## config.mk

```make
export PLATFORM = sky130hd
export DESIGN_NAME = hazard_ctrl_flat
export DESIGN_NICKNAME = d
export VERILOG_FILES = /design/src/rtl/hazard_ctrl_if.sv /design/src/rtl/hazard_ctrl.sv /design/src/flat_wrapper.sv
export SDC_FILE = /design/constraint.sdc
export NUM_CORES = 1
export LEC_CHECK = 0
export CELL_PAD_IN_SITES_DETAIL_PLACEMENT = 1
export CELL_PAD_IN_SITES_GLOBAL_PLACEMENT = 1
export CORE_MARGIN = 1.5
export CORE_UTILIZATION = 42
export CTS_CLUSTER_DIAMETER = 80
export DETAILED_ROUTE_END_ITERATION = 16
export MAX_ROUTING_LAYER = met4
export PLACE_DENSITY_LB_ADDON = 0.25
export SKIP_LAST_GASP = 1
export SLEW_MARGIN = 15
export SYNTH_ARGS = -nofsm -noshare
export SYNTH_HDL_FRONTEND = slang
export SYNTH_SLANG_ARGS = --single-unit
export TNS_END_PERCENT = 100
```

## constraint.sdc

```tcl
create_clock -name clk -period 2.83 [get_ports clk]
set_input_delay 0.4245 -clock clk [delete_from_list [all_inputs] [get_ports clk]]
set_output_delay 0.4245 -clock clk [all_outputs]
set_load 0.01 [all_outputs]
```

## src/rtl/hazard_ctrl_if.sv

```systemverilog
// Decoder-to-hazard-scheduler bundle: D-stage tuple and flush in,
// stall / forwarding selects / HI-LO busy out.
interface hazard_ctrl_if;
  logic [1:0] Tuse_rs;
  logic [1:0] Tuse_rt;
  logic [1:0] TnewD;
  logic [4:0] A_rsD;
  logic [4:0] A_rtD;
  logic [4:0] AwriteD;
  logic       md_startD;
  logic       md_divD;
  logic       md_accessD;
  logic       flush;
  logic       stall;
  logic [1:0] fwd_rsD;
  logic [1:0] fwd_rtD;
  logic [1:0] fwd_rsE;
  logic [1:0] fwd_rtE;
  logic       md_busy;

  modport master (
    output Tuse_rs, Tuse_rt, TnewD, A_rsD, A_rtD, AwriteD,
           md_startD, md_divD, md_accessD, flush,
    input  stall, fwd_rsD, fwd_rtD, fwd_rsE, fwd_rtE, md_busy
  );

  modport slave (
    input  Tuse_rs, Tuse_rt, TnewD, A_rsD, A_rtD, AwriteD,
           md_startD, md_divD, md_accessD, flush,
    output stall, fwd_rsD, fwd_rtD, fwd_rsE, fwd_rtE, md_busy
  );
endinterface

```

## src/rtl/hazard_ctrl.sv

```systemverilog
// Tuse/Tnew hazard scheduler: tracks producers in E/M/W, raises the D-stage
// stall, picks forwarding sources and interlocks the HI/LO multiply/divide unit.
module hazard_ctrl #(
  parameter int MULT_CYC = 5,
  parameter int DIV_CYC  = 10
) (
  input  logic          clk,
  input  logic          reset,
  hazard_ctrl_if.slave  hz
);

  typedef struct packed {
    logic [4:0] a_rs;
    logic [4:0] a_rt;
    logic [4:0] a_write;
    logic [1:0] tnew;
  } e_rec_t;

  // Source addresses are not kept past E: nothing downstream compares them.
  typedef struct packed {
    logic [4:0] a_write;
    logic [1:0] tnew;
  } m_rec_t;

  e_rec_t     e_q, e_d;
  m_rec_t     m_q, m_d;
  logic [4:0] w_aw_q, w_aw_d;
  logic       e_md_q, e_md_d;
  logic       e_div_q, e_div_d;
  logic [3:0] md_cnt_q, md_cnt_d;

  logic       md_lock;
  logic       stall_w;

  function automatic logic [1:0] sat_dec(input logic [1:0] t);
    return (t == 2'd0) ? 2'd0 : t - 2'd1;
  endfunction

  function automatic logic hazard(input logic [4:0] a, input logic [1:0] tuse,
                                  input e_rec_t e, input m_rec_t m);
    return (a != 5'd0) && (tuse != 2'b11) &&
           (((a == e.a_write) && (e.tnew > tuse)) ||
            ((a == m.a_write) && (m.tnew > tuse)));
  endfunction

  // M is checked first so the nearer producer wins over W.
  function automatic logic [1:0] fwd_sel(input logic [4:0] a, input m_rec_t m,
                                         input logic [4:0] w_aw);
    logic [1:0] sel;
    sel = 2'd0;
    if (a != 5'd0) begin
      if ((a == m.a_write) && (m.tnew == 2'd0)) sel = 2'd1;
      else if (a == w_aw)                       sel = 2'd2;
    end
    return sel;
  endfunction

  always_comb begin
    md_lock = (hz.md_startD | hz.md_accessD) && ((md_cnt_q != 4'd0) || e_md_q);
    stall_w = hazard(hz.A_rsD, hz.Tuse_rs, e_q, m_q) |
              hazard(hz.A_rtD, hz.Tuse_rt, e_q, m_q) |
              md_lock;
  end

  assign hz.stall   = stall_w;
  assign hz.fwd_rsD = fwd_sel(hz.A_rsD, m_q, w_aw_q);
  assign hz.fwd_rtD = fwd_sel(hz.A_rtD, m_q, w_aw_q);
  assign hz.fwd_rsE = fwd_sel(e_q.a_rs, m_q, w_aw_q);
  assign hz.fwd_rtE = fwd_sel(e_q.a_rt, m_q, w_aw_q);
  assign hz.md_busy = (md_cnt_q != 4'd0);

  always_comb begin
    e_d     = '0;
    e_md_d  = 1'b0;
    e_div_d = 1'b0;
    if (!hz.flush && !stall_w) begin
      e_d.a_rs    = hz.A_rsD;
      e_d.a_rt    = hz.A_rtD;
      e_d.a_write = hz.AwriteD;
      e_d.tnew    = sat_dec(hz.TnewD);
      e_md_d      = hz.md_startD;
      e_div_d     = hz.md_divD;
    end

    m_d = '0;
    if (!hz.flush) begin
      m_d.a_write = e_q.a_write;
      m_d.tnew    = sat_dec(e_q.tnew);
    end

    w_aw_d = m_q.a_write;

    // A running count ignores flush; only the start still sitting in E is killed.
    if (e_md_q)
      md_cnt_d = e_div_q ? 4'(DIV_CYC) : 4'(MULT_CYC);
    else if (md_cnt_q != 4'd0)
      md_cnt_d = md_cnt_q - 4'd1;
    else
      md_cnt_d = 4'd0;
  end

  always_ff @(posedge clk or negedge reset) begin
    if (!reset) begin
      e_q      <= '0;
      m_q      <= '0;
      w_aw_q   <= 5'd0;
      e_md_q   <= 1'b0;
      e_div_q  <= 1'b0;
      md_cnt_q <= 4'd0;
    end else begin
      e_q      <= e_d;
      m_q      <= m_d;
      w_aw_q   <= w_aw_d;
      e_md_q   <= e_md_d;
      e_div_q  <= e_div_d;
      md_cnt_q <= md_cnt_d;
    end
  end

endmodule

```

## src/flat_wrapper.sv

```systemverilog
// flat-port wrapper written by rule: the top's interface ports become plain ports
module hazard_ctrl_flat 
#(
  parameter int MULT_CYC = 5,
  parameter int DIV_CYC  = 10
)
  (clk, reset, hz_Tuse_rs, hz_Tuse_rt, hz_TnewD, hz_A_rsD, hz_A_rtD, hz_AwriteD, hz_md_startD, hz_md_divD, hz_md_accessD, hz_flush, hz_stall, hz_fwd_rsD, hz_fwd_rtD, hz_fwd_rsE, hz_fwd_rtE, hz_md_busy);
  hazard_ctrl_if hz_i ();
  input  logic clk;
  input  logic reset;
  input wire logic [$bits(hz_i.Tuse_rs)-1:0] hz_Tuse_rs;
  input wire logic [$bits(hz_i.Tuse_rt)-1:0] hz_Tuse_rt;
  input wire logic [$bits(hz_i.TnewD)-1:0] hz_TnewD;
  input wire logic [$bits(hz_i.A_rsD)-1:0] hz_A_rsD;
  input wire logic [$bits(hz_i.A_rtD)-1:0] hz_A_rtD;
  input wire logic [$bits(hz_i.AwriteD)-1:0] hz_AwriteD;
  input wire logic [$bits(hz_i.md_startD)-1:0] hz_md_startD;
  input wire logic [$bits(hz_i.md_divD)-1:0] hz_md_divD;
  input wire logic [$bits(hz_i.md_accessD)-1:0] hz_md_accessD;
  input wire logic [$bits(hz_i.flush)-1:0] hz_flush;
  output wire logic [$bits(hz_i.stall)-1:0] hz_stall;
  output wire logic [$bits(hz_i.fwd_rsD)-1:0] hz_fwd_rsD;
  output wire logic [$bits(hz_i.fwd_rtD)-1:0] hz_fwd_rtD;
  output wire logic [$bits(hz_i.fwd_rsE)-1:0] hz_fwd_rsE;
  output wire logic [$bits(hz_i.fwd_rtE)-1:0] hz_fwd_rtE;
  output wire logic [$bits(hz_i.md_busy)-1:0] hz_md_busy;
  assign hz_i.Tuse_rs = hz_Tuse_rs;
  assign hz_i.Tuse_rt = hz_Tuse_rt;
  assign hz_i.TnewD = hz_TnewD;
  assign hz_i.A_rsD = hz_A_rsD;
  assign hz_i.A_rtD = hz_A_rtD;
  assign hz_i.AwriteD = hz_AwriteD;
  assign hz_i.md_startD = hz_md_startD;
  assign hz_i.md_divD = hz_md_divD;
  assign hz_i.md_accessD = hz_md_accessD;
  assign hz_i.flush = hz_flush;
  assign hz_stall = hz_i.stall;
  assign hz_fwd_rsD = hz_i.fwd_rsD;
  assign hz_fwd_rtD = hz_i.fwd_rtD;
  assign hz_fwd_rsE = hz_i.fwd_rsE;
  assign hz_fwd_rtE = hz_i.fwd_rtE;
  assign hz_md_busy = hz_i.md_busy;
  hazard_ctrl #(.MULT_CYC(MULT_CYC), .DIV_CYC(DIV_CYC)) u_core (.clk(clk), .reset(reset), .hz(hz_i));
endmodule
```

* After elaboration in Yosys (flattened, before gate mapping)
Cells that the tools add are included.
W data, S select, Z words.
** Operators by class
- Shift operators :: 0
- Divide/modulo/power cells :: 0
- Add/sub/neg operators :: 3
- Multiplexer cells :: 21
- Equality and inequality tests :: 12
- Bitwise operators :: 3
- Reduce and logical (&&, ||, !) cells :: 27
- $lt $le $gt $ge :: 4
- Multiply operators :: 0
** Operators with widths (count)
- $eq A5 B5 Y1 :: 10
- $mux W2 :: 14
- $reduce_bool A5 Y1 :: 4
- $mux W17 :: 1
- $logic_and A1 B1 Y1 :: 14
- $mux W4 :: 3
- $gt A2 B2 Y1 :: 4
- $mux W7 :: 1
- $logic_not A2 Y1 :: 3
- $ne A2 B2 Y1 const B :: 2
- $reduce_bool A4 Y1 :: 1
- $sub A2 B1 Y2 const B :: 2
- $sub A4 B1 Y4 const B :: 1
- $logic_or A1 B1 Y1 :: 3
- $or A1 B1 Y1 :: 3
- $logic_not A1 Y1 :: 2
- $mux W1 :: 2
** Storage, ports and cells
- Bits in writable memories :: 0
- Bits in latches :: 0
- Register bits after elaboration :: 35
- Input bits :: 27
- ROM bits :: 0
- Output and inout port bits :: 10
- Memories :: 0

* Depth between registers and ports, before layout
Gate-level depths: netlist (run 1).
- Depth in word-level cells :: 9
- Mapped depth :: 8

* Worst setup path before layout (run 1)
OpenSTA, ideal clock, no wires.
- Path type :: input to output
- From :: input hz_A_rtD[0]
- To :: output hz_stall
- Stages :: 6
- Data required time :: 2.406 ns
- Data arrival time :: 1.899 ns
- Path buffers :: 1
- Setup slack :: 0.507 ns
- Cells stage by stage :: or4_1 -> o21ai_2 -> a211oi_1 -> a211o_1 -> buf_6 -> or2_1
** On the way
- Word-level cells in the longest chain between the ends :: 6
- Elaborated cells between the ends (all ways) :: 10
- Those cells by class :: eq/ne (2); bitwise (2); reduce/logical (6)
** Ends and longest elaborated chain
- start, declared :: line flat_wrapper.sv:15 : input wire logic [$bits(hz_i.A_rtD)-1:0] hz_A_rtD;
- $eq A5 B5 Y1 (on tied branches) :: line hazard_ctrl.sv:42, hazard_ctrl.sv:43
- $logic_and A1 B1 Y1 (on tied branches) :: line hazard_ctrl.sv:42, hazard_ctrl.sv:43
- $logic_or A1 B1 Y1 :: line hazard_ctrl.sv:42 : (((a == e.a_write) && (e.tnew > tuse)) ||
- $logic_and A1 B1 Y1 * :: line hazard_ctrl.sv:41 : return (a != 5'd0) && (tuse != 2'b11) &&
- $or A1 B1 Y1 * :: line hazard_ctrl.sv:60 : stall_w = hazard(hz.A_rsD, hz.Tuse_rs, e_q, m_q) |
- $or A1 B1 Y1 * :: line hazard_ctrl.sv:61 : hazard(hz.A_rtD, hz.Tuse_rt, e_q, m_q) |
- end, declared :: line flat_wrapper.sv:21 : output wire logic [$bits(hz_i.stall)-1:0] hz_stall;
Mark *: on every way between the ends. The rest lies on a longest branch, timed or not.

* Worst setup path in the final report (run 1)
- From :: input hz_Tuse_rt[1]
- To :: output hz_stall
** On the way
- Word-level cells in the longest chain between the ends :: 6
- Elaborated cells between the ends (all ways) :: 10
- Those cells by class :: order compare (2); eq/ne (1); bitwise (2); reduce/logical (5)
** Ends and longest elaborated chain
- start, declared :: line flat_wrapper.sv:12 : input wire logic [$bits(hz_i.Tuse_rt)-1:0] hz_Tuse_rt;
- $gt A2 B2 Y1 (on tied branches) :: line hazard_ctrl.sv:42, hazard_ctrl.sv:43
- $logic_and A1 B1 Y1 (on tied branches) :: line hazard_ctrl.sv:42, hazard_ctrl.sv:43
- $logic_or A1 B1 Y1 :: line hazard_ctrl.sv:42
- $logic_and A1 B1 Y1 * :: line hazard_ctrl.sv:41
- $or A1 B1 Y1 * :: line hazard_ctrl.sv:60
- $or A1 B1 Y1 * :: line hazard_ctrl.sv:61
Marks and branches as above.

==> flow_summary.json, run 1 <==
{
  "status": "finished clean",
  "powerDensity_nw_per_um2": 565,
  "num_vias": 1834,
  "dp_hpwl_mm": 4.67,
  "cts_hold_buffers": 0,
  "ys_seq_elements": 35,
  "rows": 26,
  "antennaDiodeCount": 0,
  "fmax_ghz": 0.354,
  "track_usage_pct": 22.9,
  "setup_ws_ns": 0.00712,
  "syn_inst": 213,
  "core_area_um2": 5110,
  "drt_iter0_drc": 55,
  "ioPinCount": 37,
  "cts_max_level": 2,
  "die_y_um": 76.0,
  "yosys_warnings": 0,
  "clk_pin_slew_worst_paths_ns": 0.07,
  "clockBufferDepth": 2,
  "startpoint_type": "input port",
  "rsz0062_at_grt": "yes",
  "clk_latency_ns": 0.28,
  "seq_area_frac_synth_pct": 39.1,
  "crit_arrival_ns": 2.40,
  "final_cells": 343,
  "die-area_um2": 5780,
  "wire_per_inst_um": 17.9,
  "synth_area_um2": 2240,
  "finalInstanceArea_um2": 2970,
  "cts-root-buf": "clkbuf_8",
  "slew_viol_final": 0,
  "ant_nets": 0,
  "power_uw": 1680,
  "numCtsBuffers": 5,
  "setup_viol": 0,
  "synth.avg_cell_area_um2": 10.5,
  "initial_utilization_pct": 43.8,
  "drive_above_1_share_pct": 22.0,
  "grt_pass1_vias": 1980,
  "path_class": "input port to output port",
  "crit_fanout": 2,
  "ir_worst_vdd_mv": 0.418,
  "p_leak_uw": 0.00132,
  "yosysUniqueCellTypes": 39,
  "worst_pin_slew_ns": 0.437,
  "firstDrtPassIters": 4,
  "drc": 0,
  "routabilityCongestion": 0.965,
  "grt_remaining_overflow": 0,
  "grt_pass1_wl_mm": 10.1,
  "routed_via_density": 5.35,
  "hold_viol": 0,
  "synthArstFlopShare_pct": 100,
  "dp.cells": 334,
  "grt_start_max_net_pins": 36,
  "synthesis.nets": 248,
  "area_growth_pct": 32.8,
  "dp_slack_ns": -0.397,
  "synth_top_flop_cell": "dfrtp_1",
  "fin_worst_skew_ns": 0.00908,
  "clkSinkCount": 35,
  "crit_required_ns": 2.41,
  "placed_area_um2": 2850,
  "drv_cap": 0,
  "port_buffers": 36,
  "relSlewSlack_pct": 70.8,
  "nets": 307,
  "synth-edff-count": 0,
  "cts_tree": "done",
  "antenna_found_initial": 0,
  "layout_min_cycle_time_ns": 2.82,
  "drt_wl_total_mm": 6.15,
  "hp-class": "flop to flop",
  "die_x_um": 76.0,
  "end_kind": "output port",
  "finalCritPeriodShare_pct": 99.7
}
==> critical path: stages <==
cell and delay, ns:
clkdlybuf4s50_1 0.49, inv_1 0.07, ha_1 0.30, nor2b_1 0.15
o211ai_1 0.19, a2111oi_1 0.08, a211o_1 0.28, or2_1 0.26
clkbuf_2 0.14
==> cells by family after synthesis <==
family | count (synthesis) | share of synthesized area (%)
AO/OA/AOI/OAI | 23 | 7.04
XOR/XNOR | 48 | 18.8
adder cells (fa/ha/maj) | 8 | 4.47
buffers and inverters | 23 | 4.64
flip-flops | 35 | 39.1
AND/OR/NAND/NOR | 76 | 25.9
==> placed cells by master, fill, tap and decap left out, types with 3 or more instances in the layout <==
| cell | count |
|---|---|
| or4_1 | 3 |
| inv_1 | 13 |
| nand3_1 | 4 |
| clkbuf_8 | 5 |
| buf_4 | 25 |
| xnor2_1 | 27 |
| xor2_1 | 21 |
| nor4b_2 | 11 |
| a21oi_1 | 7 |
| ha_1 | 8 |
| clkdlybuf4s50_1 | 31 |
| nor3_1 | 4 |
| nor2b_1 | 9 |
| dfrtp_1 | 35 |
| nand2_1 | 7 |
| nor4_2 | 9 |
| nand4_1 | 3 |
| nor4_1 | 4 |
| nor2_1 | 9 |
==> cell type report <==
class                           instances  area (um^2)
Fill cell                             574         2130
Sequential cell                        35          876
Timing Repair Buffer                   62          567
Multi-Input combinational cell        155         1310
Clock buffer                            7         76.3
Clock inverter                          1         5.00
Tap cell                               70         87.6
Inverter                               13         48.8
==> what timing repair did <==
action                     in CTS  in global routing
setup endpoints to repair       5                  5
pin swaps                       1                  2
gates resized for setup         6                 11
setup buffers                   0                  1
==> through the flow <==
| step | hold WS (ns) | setup TNS (ns) | util, % |
|---|---|---|---|
| global route | 0.467 | -0.216 | 58.2 |
| detailed placement | 0.435 | -0.816 | 55.7 |
| floorplan | 0.129 | 0 | - |
| global placement | 0.412 | -0.658 | 55.7 |
| CTS | 0.446 | -0.156 | 57.4 |
| finish | 0.456 | 0 | 58.2 |
==> flip-flops by register name, summed over array words and instances, names as in the netlist <==
name	flops
u_core.e_div_q	1
u_core.e_md_q	1
u_core.md_cnt_q	4
u_core.m_q	2
u_core.w_aw_d	5
u_core.w_aw_q	5
u_core.e_q	17
==> routing by layer <==
layer	wire, um	share of wire, %	global-route usage [%]
met1	2630	43	27.1
met4	57	0.93	4.44
met3	235	3.8	3.83
met5	0	0	-
met2	3230	53	41.4
==> power breakdown <==
part	switching [uW]	leakage, uW	internal, uW
Combinational	332	0.000802	331
Clock	166	0.0000422	173
Sequential	103	0.000474	574
Total	602	0.00132	1080
==> final timing paths <==
check | start | end | slack (ns) | cells past startpoint
worst max-delay path | hz_Tuse_rt[1] | hz_stall | 0.007 | 9
worst min-delay path | u_core.e_q[0]$_DFF_PN0_ | u_core.m_q[0]$_DFF_PN0_ | 0.46 | 1
worst max register to register | u_core.e_q[1]$_DFF_PN0_ | u_core.e_q[8]$_DFF_PN0_ | 0.67 | 7
worst min register to register | u_core.e_q[0]$_DFF_PN0_ | u_core.m_q[0]$_DFF_PN0_ | 0.46 | 1
max in group asynchronous | reset | u_core.e_q[8]$_DFF_PN0_ | 1.96 | 2
min in group asynchronous | reset | u_core.md_cnt_q[2]$_DFF_PN0_ | 0.55 | 2
==> synthesized netlist by cell type, types with 2 or more instances <==
cell | count | area, um^2
dfrtp_1 | 35 | 876
xnor2_1 | 27 | 236
xor2_1 | 21 | 184
inv_1 | 13 | 48.8
nor4b_2 | 11 | 165
nor2_1 | 9 | 33.8
nor2b_1 | 9 | 56.3
ha_1 | 8 | 100
nor4_2 | 8 | 100
a21oi_1 | 7 | 35.0
nand2_1 | 7 | 26.3
nor3_1 | 6 | 30.0
nand3_1 | 5 | 25.0
nor4_1 | 5 | 31.3
or4_1 | 4 | 30.0
buf_1 | 3 | 11.3
clkbuf_1 | 3 | 11.3
nand4_1 | 3 | 18.8
a2111oi_0 | 2 | 17.5
a211oi_1 | 2 | 15.0
buf_2 | 2 | 10.0
buf_6 | 2 | 22.5
nand2b_1 | 2 | 12.5
nor3b_1 | 2 | 15.0
o211ai_1 | 2 | 15.0
o21ai_0 | 2 | 10.0
Power figures use the tool's default switching activity.
==> run 2, diff against run 1 <==
Settings changed: REMOVE_ABC_BUFFERS set to 1.
==> flow_summary.json, run 2 (synthesis gave the netlist of run 1 again) <==
{
  "status": "finished clean",
  "ioPinCount": 37,
  "grt_start_max_net_pins": 36,
  "dp_slack_ns": -0.322,
  "antenna_found_initial": 0,
  "worstHoldStart": "u_core.e_q[0]$_DFF_PN0_",
  "dp_hpwl_mm": 4.45,
  "final_common_cell": "dfrtp_1",
  "fin_worst_skew_ns": 0.00265,
  "critical-path-top-delay-family": "buffers and inverters",
  "power_frac_seq_pct": 40.2,
  "startpoint_type": "input port",
  "end_kind": "output port",
  "crit_required_ns": 2.41,
  "area_growth_pct": 31.0,
  "cp_num_buf_inv": 3,
  "wire_per_inst_um": 17.7,
  "setup_viol": 0,
  "finalCritPeriodShare_pct": 98.7,
  "die_y_um": 76.0,
  "firstDrtPassIters": 4,
  "rr_worst_depth": 7,
  "crit_fanout": 2,
  "final.setup.tns_ns": 0,
  "p_clk_share_pct": 21.4,
  "ant_nets": 0,
  "core_area_um2": 5110,
  "numCtsBuffers": 5,
  "die-area_um2": 5780,
  "crit_arrival_ns": 2.37,
  "setup_ws_ns": 0.0370,
  "final_util_pct": 57.4,
  "reg2reg_from": "u_core.e_q[1]$_DFF_PN0_",
  "relSlewSlack_pct": 69.0,
  "max_stage_delay_ns": 0.47,
  "hold_viol": 0,
  "cts_max_level": 2,
  "cp_cell_sequence": "clkdlybuf4s50_1 > inv_1 > ha_1 > nor2b_1 > o211ai_1 > a2111oi_1 > a211o_1 > or2_1 > clkbuf_2",
  "p_leak_uw": 0.00130,
  "track_usage_pct": 23.4,
  "antennaDiodeCount": 0,
  "path_class": "input port to output port",
  "routed_via_density": 5.31,
  "clk_latency_ns": 0.28,
  "path_depth": 9,
  "drv_cap": 0,
  "n_fill_cell": 591,
  "cts_hold_buffers": 0,
  "powerDensity_nw_per_um2": 575,
  "die_x_um": 76.0,
  "dp.cells": 332,
  "drt_wl_total_mm": 6.01,
  "routabilityCongestion": 0.790,
  "top_register": "u_core.e_q",
  "layout_min_cycle_time_ns": 2.79,
  "mostFrequentLayoutCells": "dfrtp_1 (35), clkdlybuf4s50_1 (32), xnor2_1 (27), buf_4 (24), xor2_1 (21)",
  "fmax_ghz": 0.358,
  "cts_tree": "done",
  "largest_reg_flops": 17,
  "p_comb_share_pct": 38.4,
  "final_cells": 340,
  "hp-class": "flop to flop",
  "drc": 0,
  "nets": 305,
  "p_sw_share_pct": 35.2,
  "critPathSlowestCell": "clkdlybuf4s50_1",
  "clockBufferDepth": 2,
  "finalInstanceArea_um2": 2930,
  "reg2reg_to": "u_core.e_q[9]$_DFF_PN0_",
  "clk_pin_slew_worst_paths_ns": 0.07,
  "p_int_uw": 1090,
  "drt_iter0_drc": 71,
  "placed_area_um2": 2820,
  "p_sw_uw": 595,
  "slew_viol_final": 0,
  "cts-root-buf": "clkbuf_8",
  "grt_pass1_vias": 2010,
  "port_buffers": 36,
  "ir_worst_vdd_mv": 0.288,
  "drive_above_1_share_pct": 21.1,
  "initial_utilization_pct": 43.8,
  "clkSinkCount": 35,
  "rows": 26,
  "num_vias": 1807,
  "rrSetupSlack_ns": 0.76,
  "worst_pin_slew_ns": 0.465,
  "rsz0062_at_grt": "yes",
  "min_delay_worst_endpoint": "u_core.m_q[0]$_DFF_PN0_",
  "grt_remaining_overflow": 0,
  "holdPathStages": 1,
  "grt_pass1_wl_mm": 10.2
}
[run 2: power groups by stage]
stage	combinational (uW)	clock, uW	sequential [uW]
2_1_floorplan	385	0	656
3_3_place_gp	634	0	681
3_5_place_dp	651	0	687
4_1_cts	655	375	679
5_1_grt	710	393	690
6_report	648	361	679
[run 2: timing repair]
item / in CTS / in global routing
setup buffers: 0 / 1
pin swaps: 1 / 1
setup endpoints to repair: 5 / 3
resized for setup: 9 / 3
endpoints found under the hold margin: 0 / 0
gates cloned: 0 / 0
[run 2: worst reg2reg max path: cells and delay by family, from the launching register on]
kind,cells,cell delay (ns)
adders and majority gates,1,0.31
and+or+nand+nor,2,0.25
DFF,1,0.41
AOI/OAI and AO/OA,3,0.64
buffers and inverters,1,0.32
[run 2: routing by layer]
metal	up-vias	GRT usage, %	part of all wire, %
met5	-	-	0
met4	0	6.67	1.9
met3	10	4.19	3.2
met2	41	39.2	50
met1	892	29.2	45
li1	864	-	-
[run 2: through the flow]
stage / hold WS [ns] / total power [uW]
after floorplan: 0.129 / 1040
after global routing: 0.468 / 1790
after CTS: 0.446 / 1710
final: 0.441 / 1690
after global placement: 0.414 / 1320
after detailed placement: 0.436 / 1340
[run 2: worst max-delay path by stage]
stage                        startpoint        to  slack, ns
final                     hz_Tuse_rs[1]  hz_stall       0.04
after global routing      hz_Tuse_rs[1]  hz_stall      -0.05
after CTS                   hz_A_rtD[0]  hz_stall      -0.11
after detailed placement  hz_Tuse_rt[1]  hz_stall      -0.32
after global placement    hz_Tuse_rt[1]  hz_stall      -0.30
after floorplan           hz_Tuse_rs[1]  hz_stall      -0.98
[run 2: area by class of cell]
type | instances | area, um^2 | area share, %
clock buffers | 6 | 82.6 | 2.82
clock inverters | 1 | 5.00 | 0.171
inverters | 13 | 48.8 | 1.66
multi-input cells | 155 | 1300 | 44.2
flip-flops and latches | 35 | 876 | 29.9
well taps | 70 | 87.6 | 2.99
repair buffers | 60 | 536 | 18.3
